`src/rtl/fetch_queue.sv`:
```
// Dual-width in-order instruction queue between fetch and dual-issue decode.
// Accepts up to two {pc, instr} pairs per cycle and presents up to two to decode.
module fetch_queue #(
   parameter int DEPTH = 8,
   parameter int XLEN  = 32
) (
   input  logic                     clk,
   input  logic                     rst,
   input  logic                     flush,
   input  logic [1:0]               in_valid,
   input  logic [XLEN-1:0]          in_pc0,
   input  logic [XLEN-1:0]          in_instr0,
   input  logic [XLEN-1:0]          in_pc1,
   input  logic [XLEN-1:0]          in_instr1,
   output logic                     in_ready,
   output logic [1:0]               out_valid,
   output logic [XLEN-1:0]          out_pc0,
   output logic [XLEN-1:0]          out_instr0,
   output logic [XLEN-1:0]          out_pc1,
   output logic [XLEN-1:0]          out_instr1,
   input  logic [1:0]               deq_cnt,
   output logic [$clog2(DEPTH):0]   count
);

   localparam int AW = $clog2(DEPTH);
   localparam int CW = AW + 1;

   // Handshake: enqueue transfers popcount(in_valid) entries on an edge where
   // in_ready is high (all-or-nothing, pre-dequeue occupancy); decode takes
   // deq_cnt entries on any edge, clamped to the number presented in out_valid.

   logic [XLEN-1:0] pc_mem    [DEPTH];
   logic [XLEN-1:0] instr_mem [DEPTH];

   logic [AW-1:0] head;
   logic [AW-1:0] tail;
   logic [AW-1:0] head_p1;
   logic [AW-1:0] tail_p1;
   logic [1:0]    enq_n;
   logic [1:0]    avail;
   logic [1:0]    deq_n;

   assign head_p1 = head + AW'(1);
   assign tail_p1 = tail + AW'(1);

   assign in_ready  = (count <= CW'(DEPTH - 2));
   assign out_valid = {(count >= CW'(2)), (count >= CW'(1))};

   assign out_pc0    = pc_mem[head];
   assign out_instr0 = instr_mem[head];
   assign out_pc1    = pc_mem[head_p1];
   assign out_instr1 = instr_mem[head_p1];

   // 2'b10 is not a legal slot pattern and is dropped like 2'b00.
   always_comb begin
      enq_n = 2'd0;
      if (in_ready) begin
         case (in_valid)
            2'b01:   enq_n = 2'd1;
            2'b11:   enq_n = 2'd2;
            default: enq_n = 2'd0;
         endcase
      end
   end

   always_comb begin
      avail = 2'd0;
      if (out_valid[1])      avail = 2'd2;
      else if (out_valid[0]) avail = 2'd1;
      deq_n = (deq_cnt > avail) ? avail : deq_cnt;
   end

   always_ff @(posedge clk) begin
      if (rst || flush) begin
         head  <= '0;
         tail  <= '0;
         count <= '0;
      end else begin
         head  <= head + AW'(deq_n);
         tail  <= tail + AW'(enq_n);
         count <= count + CW'(enq_n) - CW'(deq_n);
      end
   end

   // Storage carries no reset; contents are only meaningful under out_valid.
   always_ff @(posedge clk) begin
      if (!rst && !flush && enq_n != 2'd0) begin
         pc_mem[tail]    <= in_pc0;
         instr_mem[tail] <= in_instr0;
         if (enq_n == 2'd2) begin
            pc_mem[tail_p1]    <= in_pc1;
            instr_mem[tail_p1] <= in_instr1;
         end
      end
   end

endmodule

```
`config.mk`:
```
export PLATFORM = sky130hd
export DESIGN_NAME = fetch_queue
export DESIGN_NICKNAME = d
export VERILOG_FILES = /design/src/rtl/fetch_queue.sv
export SDC_FILE = /design/constraint.sdc
export NUM_CORES = 1
export LEC_CHECK = 0
export BUFFER_PORTS_ARGS = -buffer_cell sky130_fd_sc_hd__buf_2
export CORE_AREA = 2 2 227 229
export CTS_CLUSTER_SIZE = 14
export DETAILED_ROUTE_END_ITERATION = 16
export DIE_AREA = 0 0 229 231
export GPL_ROUTABILITY_DRIVEN = 0
export PLACE_DENSITY = 0.81
export SLEW_MARGIN = 20
export SYNTH_ARGS = -nofsm -noshare
export SYNTH_HDL_FRONTEND = slang
export SYNTH_SLANG_ARGS = --single-unit
```
`constraint.sdc`:
```
create_clock -name clk -period 8.6 [get_ports clk]
set_input_delay 1.29 -clock clk [delete_from_list [all_inputs] [get_ports clk]]
set_output_delay 1.29 -clock clk [all_outputs]
set_load 0.02 [all_outputs]
```
* Word level (Yosys, flattened, before mapping)
Memories as Yosys holds them, arrays and structs flattened. A register that Yosys moved wholly into a read port is not among the register bits.
Index checks and enable logic that the tools add are counted.
** Storage, ports and cells
- Bits in registers :: 10
- Logic and storage cells :: 36
- Memory bits (writable) :: 512
- Memories :: 2
- Output and inout port bits :: 135
** Memories
- instr_mem :: words 8, bits a word 32, read ports 2, clocked after memory_dff 1, write ports 2, RTL line 33 : logic [XLEN-1:0] instr_mem [DEPTH];
- pc_mem :: words 8, bits a word 32, read ports 2, clocked after memory_dff 1, write ports 2, RTL line 32 : logic [XLEN-1:0] pc_mem [DEPTH];
** Cells by class
- Equality and inequality tests :: 3
- Order comparisons :: 4
- Add/subtract/negate cells :: 6
- Mux-type cells :: 12
- Reductions and logical operators :: 6
** Operators by type and width (count)
- $add 3x1->3 const B :: 2
- $add 3x2->3 :: 2
- $mux 1 :: 6
- $mux 2 :: 3
- $mux 3 :: 2
- $add 4x2->4 :: 1
- $eq 2x2->1 const B :: 2
- $ge 4x1->1 const B :: 1
- $ge 4x2->1 const B :: 1
- $le 4x3->1 const B :: 1
- $pmux 2 s2 :: 1
- $sub 4x2->4 :: 1
- $eq 2x1->1 const B :: 1
- $gt 2x2->1 :: 1
- $logic_and 1x1->1 :: 2
- $logic_not 1->1 :: 2
- $reduce_bool 2->1 :: 1
- $logic_or 1x1->1 :: 1

* Longest topological paths before layout
Gate-level depths: netlist of the first run.
- Depth after elaboration :: 7
- Mapped depth :: 16
- Mapped depth without buffers :: 16

* Least setup slack after synthesis of the first run
OpenSTA, ideal clock, no wires.
- Path kind :: input to register
- Start point :: input port rst
- End point :: memory instr_mem[4][0], enable pin
- Buffers on the path :: 1
- Data required time :: 8018 ps
- Slack :: 1029 ps
- Stages :: 5
- Arrival :: 6989 ps
- Setup time :: 582 ps
- Path through :: or3b_1 > buf_1 > nor3_1 > nor2_1 > a211oi_1
** RTL lines
- from (decl) :: RTL line 8 : input logic rst,
- to (decl) :: RTL line 33

* Worst setup path after layout of the first run
- Start point :: register head[0]
- End point :: output port out_instr1[29]
** On the way
- Longest elaborated chain between the ends :: 2
** Ends and longest elaborated chain
- from (decl) :: RTL line 35 : logic [AW-1:0] head;
- from (signal assigned) :: RTL line 79 : head <= head + AW'(deq_n);
- $add 3x1->3 :: RTL line 43 : assign head_p1 = head + AW'(1);
- $mem_v2 8x32
- to (decl) :: RTL line 20 : output logic [XLEN-1:0] out_instr1,
No other way between the ends.

==> reports/results.ini, run 1 <==
[flow_run]
maxCapViolCount=0

[place]
numPortBuffers=269
post-place-ws_ps=3370
placed_cell_area_sq_um=32600
dp_hpwl_mm=44.8

[global_route]
grt_max_degree=149
grt_util_all_layers_pct=29.6
grt_pass1_wl_mm=116
overflow=0
grt_pass1_vias=18426
grt_antenna_before_repair=20

[cells_and_area]
nets=2058
drive_above_1_share_pct=65.6
final_cell_area_sq_um=34400
area_growth_pct=12.8

[route]
drt-initial-drc-count=1613
viasPerCell=6.67
drc=0
wl_per_cell_um=29.4
vias=17639
firstDrtPassIters=5
ant_nets=0
wl_mm=77.8

[logic_synthesis]
yosys_warnings=0
synth.area.top_cells=edfxtp_1, mux4_2, mux2_2
synth_top_area_share_pct=50.3
yosysTopAreaCell=edfxtp_1
syn_avg_cell_area_sq_um=18.4
synth_seq_cells=522
synth_fp_nets=1811
synthCells=1659
synth_cell_types=33
synth_area_sq_um=30500
ys_seq_area_share_pct=51.0

[clock_network]
clock_path_buffers=3
cts.repair.resized=0
cts_tree=done
h-tree-depth=2
cts_setup_buffers=0
cts-root-buf=clkbuf_16
numCtsBuffers=55
path_clk_slew_ps=60
cts_num_sinks=522
cts_hold_buf=0
clk_latency_ps=610

[critical_path]
cp_data_arrival_time_ps=4430
reg2reg_from=tail[1]
startpoint_type=flop
cp-end-kind=output port
worst-setup-path-type=flop to output port
worstSetupStartpoint=head[0]
cp.required_ps=7310
critPathMaxFanout=60

[sta]
drv_slew=0
clock_skew_ps=17.8
slew_headroom_pct=25.9
hold_viol_final=0
layout_setup_ws_ps=2880
fmax_mhz=175
tightest_slew_ps=1110
fin_crit_sh_pct=66.5
setup_viol=0
finalCriticalPeriod_ps=5720
rsz0062_at_grt=false
tns_ps=0

[floorplanning]
die_y_um=231
dieArea_sq_um=52900
die_w_um=229
initial_core_util_pct=60.3
core_sq_um=50700
io_pins=270
num_rows=83

[hold_path]
min-delay-start=tail[0]
hp-class=flop to flop

[run_status]
status=completed

[pwr]
power.density_nw_per_um2=237
leakagePower_nw=11.3
total_power_mw=8.18
max-vdd-ir-drop_uv=199

worst max-delay path, cell delays in order (launching register included):
cell	delay (ps)
dfxtp_4	990
ha_4	880
buf_4	780
mux4_2	600
mux2_2	290
buf_2	160
cell usage in the layout, fill, tap and decap left out, types with 12 or more instances in the layout:
| master | netlist | layout |
|---|---|---|
| inv_1 | 15 | 15 |
| nor2_1 | 19 | 19 |
| edfxtp_1 | 512 | 512 |
| diode_2 | 0 | 13 |
| ha_1 | 13 | 12 |
| mux2_1 | 33 | 33 |
| mux4_2 | 256 | 256 |
| clkbuf_16 | 0 | 57 |
| mux2_4 | 120 | 120 |
| mux2_2 | 487 | 487 |
| clkbuf_1 | 41 | 18 |
| buf_4 | 0 | 44 |
| buf_2 | 44 | 269 |
power by group:
part | internal, mW | leakage [nW] | switching, mW
logic | 1.39 | 5.72 | 1.43
registers | 2.86 | 4.70 | 0.0993
clock network | 1.41 | 0.871 | 0.987
total | 5.66 | 11.3 | 2.52
logic make-up (layout without fill, tap and decap cells):
kind of cell | Yosys count | count (layout) | share of synthesized area (%)
DFF | 522 | 522 | 51.0
other | 0 | 13 | 0
adders and majority gates | 17 | 17 | 0.795
buffers and inverters | 141 | 432 | 2.23
muxes | 897 | 897 | 44.0
xor gates and xnor gates | 7 | 7 | 0.201
AOI/OAI and AO/OA | 17 | 17 | 0.410
and+or+nand+nor | 58 | 58 | 1.38
path summary, 6_finish.rpt:
check	slack [ps]	end	cells after the start
worst max-delay path	2880	out_instr1[29]	5
worst min-delay path	700	tail[0]	2
worst max register to register	5100	pc_mem[2][3]	6
worst min register to register	700	tail[0]	2
final cells by class:
class / count / area (sq um)
Sequential cell: 522 / 15600
Fill cell: 3403 / 16200
Multi-Input combinational cell: 996 / 14400
Inverter: 15 / 56.3
Timing Repair Buffer: 316 / 1720
Clock inverter: 24 / 262
Tap cell: 680 / 851
Clock buffer: 77 / 1520
Antenna cell: 13 / 32.5
synth_stat cells (all sizes together):
| library cell | number |
|---|---|
| mux2i | 1 |
| inv | 15 |
| nor3 | 10 |
| xnor2 | 3 |
| or3b | 1 |
| a21oi | 6 |
| and2 | 5 |
| clkbuf | 41 |
| edfxtp | 512 |
| nand3 | 2 |
| nand2b | 3 |
| nand3b | 1 |
| nand2 | 5 |
| dfxtp | 10 |
| and4b | 1 |
| mux2 | 640 |
| buf | 85 |
| nor2 | 19 |
| fa | 4 |
| a31oi | 1 |
| a21o | 1 |
| nor4 | 8 |
| xor2 | 4 |
| a211oi | 8 |
| mux4 | 256 |
| o22ai | 1 |
| nor2b | 1 |
| or2 | 2 |
| ha | 13 |
state kept, by name, summed over array words and instances, names as in the netlist:
name / cells
instr_mem: 256
pc_mem: 256
count: 4
head: 3
tail: 3
routing by layer:
metal  part of all wire [%]  up-vias  global-route usage (%)
met5                   0.12        -                       0
met1                     40     9231                    39.7
met4                    3.0       16                    10.8
met3                    7.3      177                    5.94
li1                       -     7445                       -
met2                     50      770                    48.4
through the flow:
step	hold WS, ps	util (%)	cells
finish	697	68.0	2643
global route	757	68.0	2640
CTS	702	67.9	2629
detailed placement	687	64.4	2528
global placement	632	64.3	2527
floorplan	578	-	1659
Power figures use the tool's default switching activity.
==> run 2, diff against run 1 <==
CORE_AREA = 2 2 239 241   (was 2 2 227 229)
DIE_AREA = 0 0 241 243   (was 0 0 229 231)
PLACE_DENSITY = 0.77   (was 0.81)
clock period = 4.6 ns   (was 8.6 ns; I/O delays follow)
==> run 2 against run 1 <==
Compared with the run above:
- via count down 0.19%
- worst hold slack lost 230 ps
- non-clock buffer count decreased by 8
- sequential share of layout area is 0.29 points lower
- sequential cell count stayed put
- combinational power rose by 96%
- register-to-register slack got worse by 3600 ps
- clock skew shrank 1.9 ps
- global-route usage shrank 2.8 points
- setup slack worse by 2100 ps
- count of clock-buffer cells in the layout decreased by 8
- largest cell class unchanged
- largest power group is now combinational logic
==> reports/results.ini, run 2 (synthesis results as in run 1) <==
[route]
viasPerCell=6.50  ; -2.6%
ant_nets=0  ; unchanged
vias=17606  ; -0.19%
wl_mm=78.0  ; +0.25%
drt-initial-drc-count=1375  ; -15%
drc=0  ; unchanged
firstDrtPassIters=5  ; unchanged
wl_per_cell_um=28.8  ; -2.2%

[cells_and_area]
area_growth_pct=13.5
final_cell_area_sq_um=34700  ; +0.65%
mostFrequentLayoutCells=edfxtp_1, mux2_2, buf_2
reg_top3=instr_mem x256, pc_mem x256, count x4
final_common_cell=edfxtp_1
final_cells=2708  ; +2.5%
n_fill_cell=4028  ; +18%
nets=2050  ; -0.39%
drive_above_1_share_pct=65.4  ; -0.18 points
final_util_pct=62.0  ; -6.0 points

[flow_run]
maxCapViolCount=0  ; unchanged

[floorplanning]
core_sq_um=56000  ; +10%
dieArea_sq_um=58600  ; +11%
die_y_um=243  ; +5.2%
initial_core_util_pct=54.6  ; -5.7 points
num_rows=87  ; +4.8%
io_pins=270  ; unchanged
die_w_um=241  ; +5.2%

[hold_path]
min-delay-start=flush
hp-class=primary input to flop
holdPathEnd=tail[1]
worstHoldPathCells=3  ; +1

[critical_path]
cp-end-kind=output port
max_stage_delay_ps=770  ; -220 ps
cp.required_ps=3910  ; -3400 ps
worst-setup-path-type=flop to output port
path_cells=xor2_4 -> buf_4 -> mux2_2 -> buf_2
r2r_end=count[2]
cp_data_arrival_time_ps=3090  ; -1340 ps
critPathMaxFanout=28  ; -53%
r2r_slack_ps=1450  ; -3650 ps
cp_slowest_cell=xor2_4
reg2reg_from=count[2]
startpoint_type=flop
r2r_cells=16  ; +10

[clock_network]
cts.repair.resized=0  ; unchanged
cts_hold_buf=0  ; unchanged
path_clk_slew_ps=60  ; about the same
clk_latency_ps=610  ; about the same
numCtsBuffers=55  ; unchanged
cts_tree=done
clock_path_buffers=3  ; unchanged
cts_num_sinks=522  ; unchanged
h-tree-depth=2  ; unchanged
cts_setup_buffers=0  ; unchanged
cts-root-buf=clkbuf_16

[sta]
worst_hold_slack_ps=464  ; -233 ps
hold_viol_final=0  ; unchanged
fmax_mhz=264
tns_ps=0  ; unchanged
fin_crit_sh_pct=82.2
finalCriticalPeriod_ps=3780
setup_viol=0  ; unchanged
layout_setup_ws_ps=817  ; -2060 ps
rsz0062_at_grt=false
drv_slew=0  ; unchanged
slew_headroom_pct=30.6  ; +4.6 points
clock_skew_ps=15.9  ; -1.88 ps
tightest_slew_ps=1040  ; -69.6 ps

[global_route]
grt_pass1_wl_mm=116  ; +0.20%
grt_antenna_before_repair=20  ; unchanged
grt_util_all_layers_pct=26.8  ; -2.8 points
grt_pass1_vias=18813  ; +2.1%
grt_max_degree=130  ; -13%
overflow=0  ; unchanged

[place]
placed_cell_area_sq_um=32900  ; +0.86%
dp_hpwl_mm=43.6  ; -2.8%
post-place-ws_ps=1350  ; -2020 ps
placedCellCount=2596  ; +2.7%
numPortBuffers=269  ; unchanged

[pwr]
total_power_mw=15.3  ; +87%
leakagePower_nw=11.3  ; -0.15%
max-vdd-ir-drop_uv=610  ; +210%
power.density_nw_per_um2=440  ; +85%

[run_status]
status=completed

==> run 2: worst max-delay path by stage <==
stage,start,end,slack (ps)
floorplan,flush,instr_mem[2][0],0.1
global placement,rst,pc_mem[4][3],1400
detailed placement,tail[2],pc_mem[0][1],1350
CTS,head[2],out_instr1[4],780
global route,head[2],out_instr1[15],750
finish,head[2],out_instr1[4],820
==> run 2: routing by layer <==
layer / GRT usage, % / routed length, um
met1: 35.8 / 31700
met3: 6.29 / 5760
met5: 0.926 / 199
met2: 43.6 / 38300
met4: 7.99 / 2050
==> run 2: power breakdown <==
group          leakage, nW  internal, mW  switching, mW
clock network        0.835          2.47           1.83
registers             4.70          5.35         0.0738
logic                 5.73          2.66           2.87
==> run 2: critical path, delay by kind of cell (launching register included) <==
family / cells / cell delay [ps]
XOR/XNOR: 1 / 770
flip-flops: 1 / 760
buffers and inverters: 2 / 560
multiplexers: 1 / 390
==> run 2: cell type report <==
class                      instances  area (sq um)  share of cell area, %
sequential                       522         15600                   45.0
inverter                          15          56.3                  0.162
antenna                            9          22.5                 0.0650
clock inverter                    33           251                  0.725
tap                              756           946                   2.73
multi-input combinational        996         14400                   41.6
timing repair buffer             308          1920                   5.54
clock buffer                      69          1470                   4.24
==> run 3, diff against run 2 <==
clock period = 3.45 ns   (was 4.6 ns; I/O delays follow)
==> run 3 against run 2 <==
Compared with the run above:
- combinational power grew 34%
- largest power group unchanged
- via count rose by 0.63%
- sequential share of layout area down 0.52 points
- final cell count grew 0.26%
- worst hold slack lost 180 ps
- sequential power rose by 33%
- non-clock buffer count rose by 7
- setup slack worse by 710 ps
==> reports/results.ini, run 3 (synthesis results as in run 1) <==
[global_route]
overflow=0  ; unchanged
grt_pass1_wl_mm=118  ; +2.2%
grt_max_degree=106  ; -18%
grt_pass1_vias=19087  ; +1.5%
grt_antenna_before_repair=15  ; -25%
grt_util_all_layers_pct=27.3  ; +0.53 points

[pwr]
leakagePower_nw=11.4  ; +1.4%
max-vdd-ir-drop_uv=616  ; +0.96%
power.density_nw_per_um2=595  ; +35%

[route]
drc=0  ; unchanged
firstDrtPassIters=5  ; unchanged
drt-initial-drc-count=1461  ; +6.3%
ant_nets=0  ; unchanged
vias=17717  ; +0.63%
wl_per_cell_um=29.1  ; +0.96%
viasPerCell=6.53  ; +0.37%
wl_mm=79.0  ; +1.2%

[sta]
fmax_mhz=299
finalCriticalPeriod_ps=3350
tns_ps=0  ; unchanged
clock_skew_ps=19.9  ; +4.01 ps
tightest_slew_ps=929  ; -112 ps
hold_viol_final=0  ; unchanged
rsz0062_at_grt=false
fin_crit_sh_pct=97.1
drv_slew=0  ; unchanged
slew_headroom_pct=37.6  ; +7.0 points
setup_viol=0  ; unchanged

[place]
placedCellCount=2604  ; +0.31%
dp_hpwl_mm=44.6  ; +2.5%
numPortBuffers=269  ; unchanged

[cells_and_area]
final_cells=2715  ; +0.26%
drive_above_1_share_pct=66.8  ; +1.4 points
nets=2056  ; +0.29%
final_common_cell=edfxtp_1
mostFrequentLayoutCells=edfxtp_1, mux2_2, buf_2
area_growth_pct=14.9
reg_top3=instr_mem x256, pc_mem x256, count x4

[critical_path]
startpoint_type=flop
max_stage_delay_ps=580  ; -190 ps
cp.required_ps=2930  ; -980 ps
cp_slowest_cell=mux4_2
critPathMaxFanout=71  ; +150%
cp_data_arrival_time_ps=2830  ; -260 ps
cp-end-kind=output port
worst-setup-path-type=flop to output port
path_cells=ha_4 -> buf_12 -> mux4_2 -> mux2_2 -> buf_2

[floorplanning]
io_pins=270  ; unchanged
core_sq_um=56000  ; unchanged
die_y_um=243  ; unchanged
num_rows=87  ; unchanged
initial_core_util_pct=54.6  ; unchanged
die_w_um=241  ; unchanged
dieArea_sq_um=58600  ; unchanged

[clock_network]
cts-root-buf=clkbuf_16
cts_num_sinks=522  ; unchanged
clk_latency_ps=610  ; about the same
h-tree-depth=2  ; unchanged
cts.repair.resized=0  ; unchanged
cts_hold_buf=0  ; unchanged
clock_path_buffers=3  ; unchanged
cts_tree=done
numCtsBuffers=54  ; -1.8%
cts_setup_buffers=0  ; unchanged
path_clk_slew_ps=70  ; about the same

[hold_path]
hp-class=primary input to flop

[run_status]
status=completed

[flow_run]
maxCapViolCount=0  ; unchanged

==> run 3: layout make-up <==
| type | count | area, sq um |
|---|---|---|
| fillers | 3932 | 20900 |
| flip-flops and latches | 522 | 15600 |
| multi-input cells | 996 | 14500 |
| repair buffers | 315 | 2100 |
| clock buffers | 64 | 1450 |
| well taps | 756 | 946 |
| clock inverters | 36 | 433 |
| inverters | 15 | 56.3 |
| diodes | 11 | 27.5 |
==> run 3: worst max-delay path, delay by kind of cell (launching register included) <==
kind | cells | cell delay [ps]
flip-flops | 1 | 380
adder cells (fa/ha/maj) | 1 | 300
multiplexers | 2 | 890
buffers and inverters | 2 | 570
==> run 3: per-stage QoR <==
step / utilization, % / setup slack, ps / total power [mW] / cell area [sq um] / hold slack [ps]
floorplan: - / -17.9 / 12.7 / 30700 / 578
global placement: 59.3 / 502 / 14.7 / 33200 / 617
detailed placement: 59.3 / 441 / 14.8 / 33200 / 666
CTS: 62.7 / 67.4 / 21.0 / 35100 / 255
global route: 62.7 / 6.16 / 21.7 / 35100 / 302
finish: 62.7 / 102 / 20.9 / 35100 / 282
==> run 3: path summary, 6_finish.rpt <==
kind | from | end | slack, ps | cells past startpoint
max | head[0] | out_instr1[28] | 100 | 5
min | flush | tail[1] | 280 | 3
max reg2reg | count[2] | count[2] | 400 | 16
min reg2reg | tail[0] | tail[0] | 670 | 2
==> run 3: routing by layer <==
metal,track usage [%],vias to the layer above,wire length (um)
li1,-,7432,-
met1,36.3,9398,31200
met2,45.6,720,40000
met3,4.65,153,5340
met4,9.28,14,2250
met5,0,-,82
==> run 3: report_power, final <==
group,internal [mW],switching [mW]
Clock,3.75,2.49
Sequential,7.14,0.0972
Combinational,3.54,3.87
Total,14.4,6.46
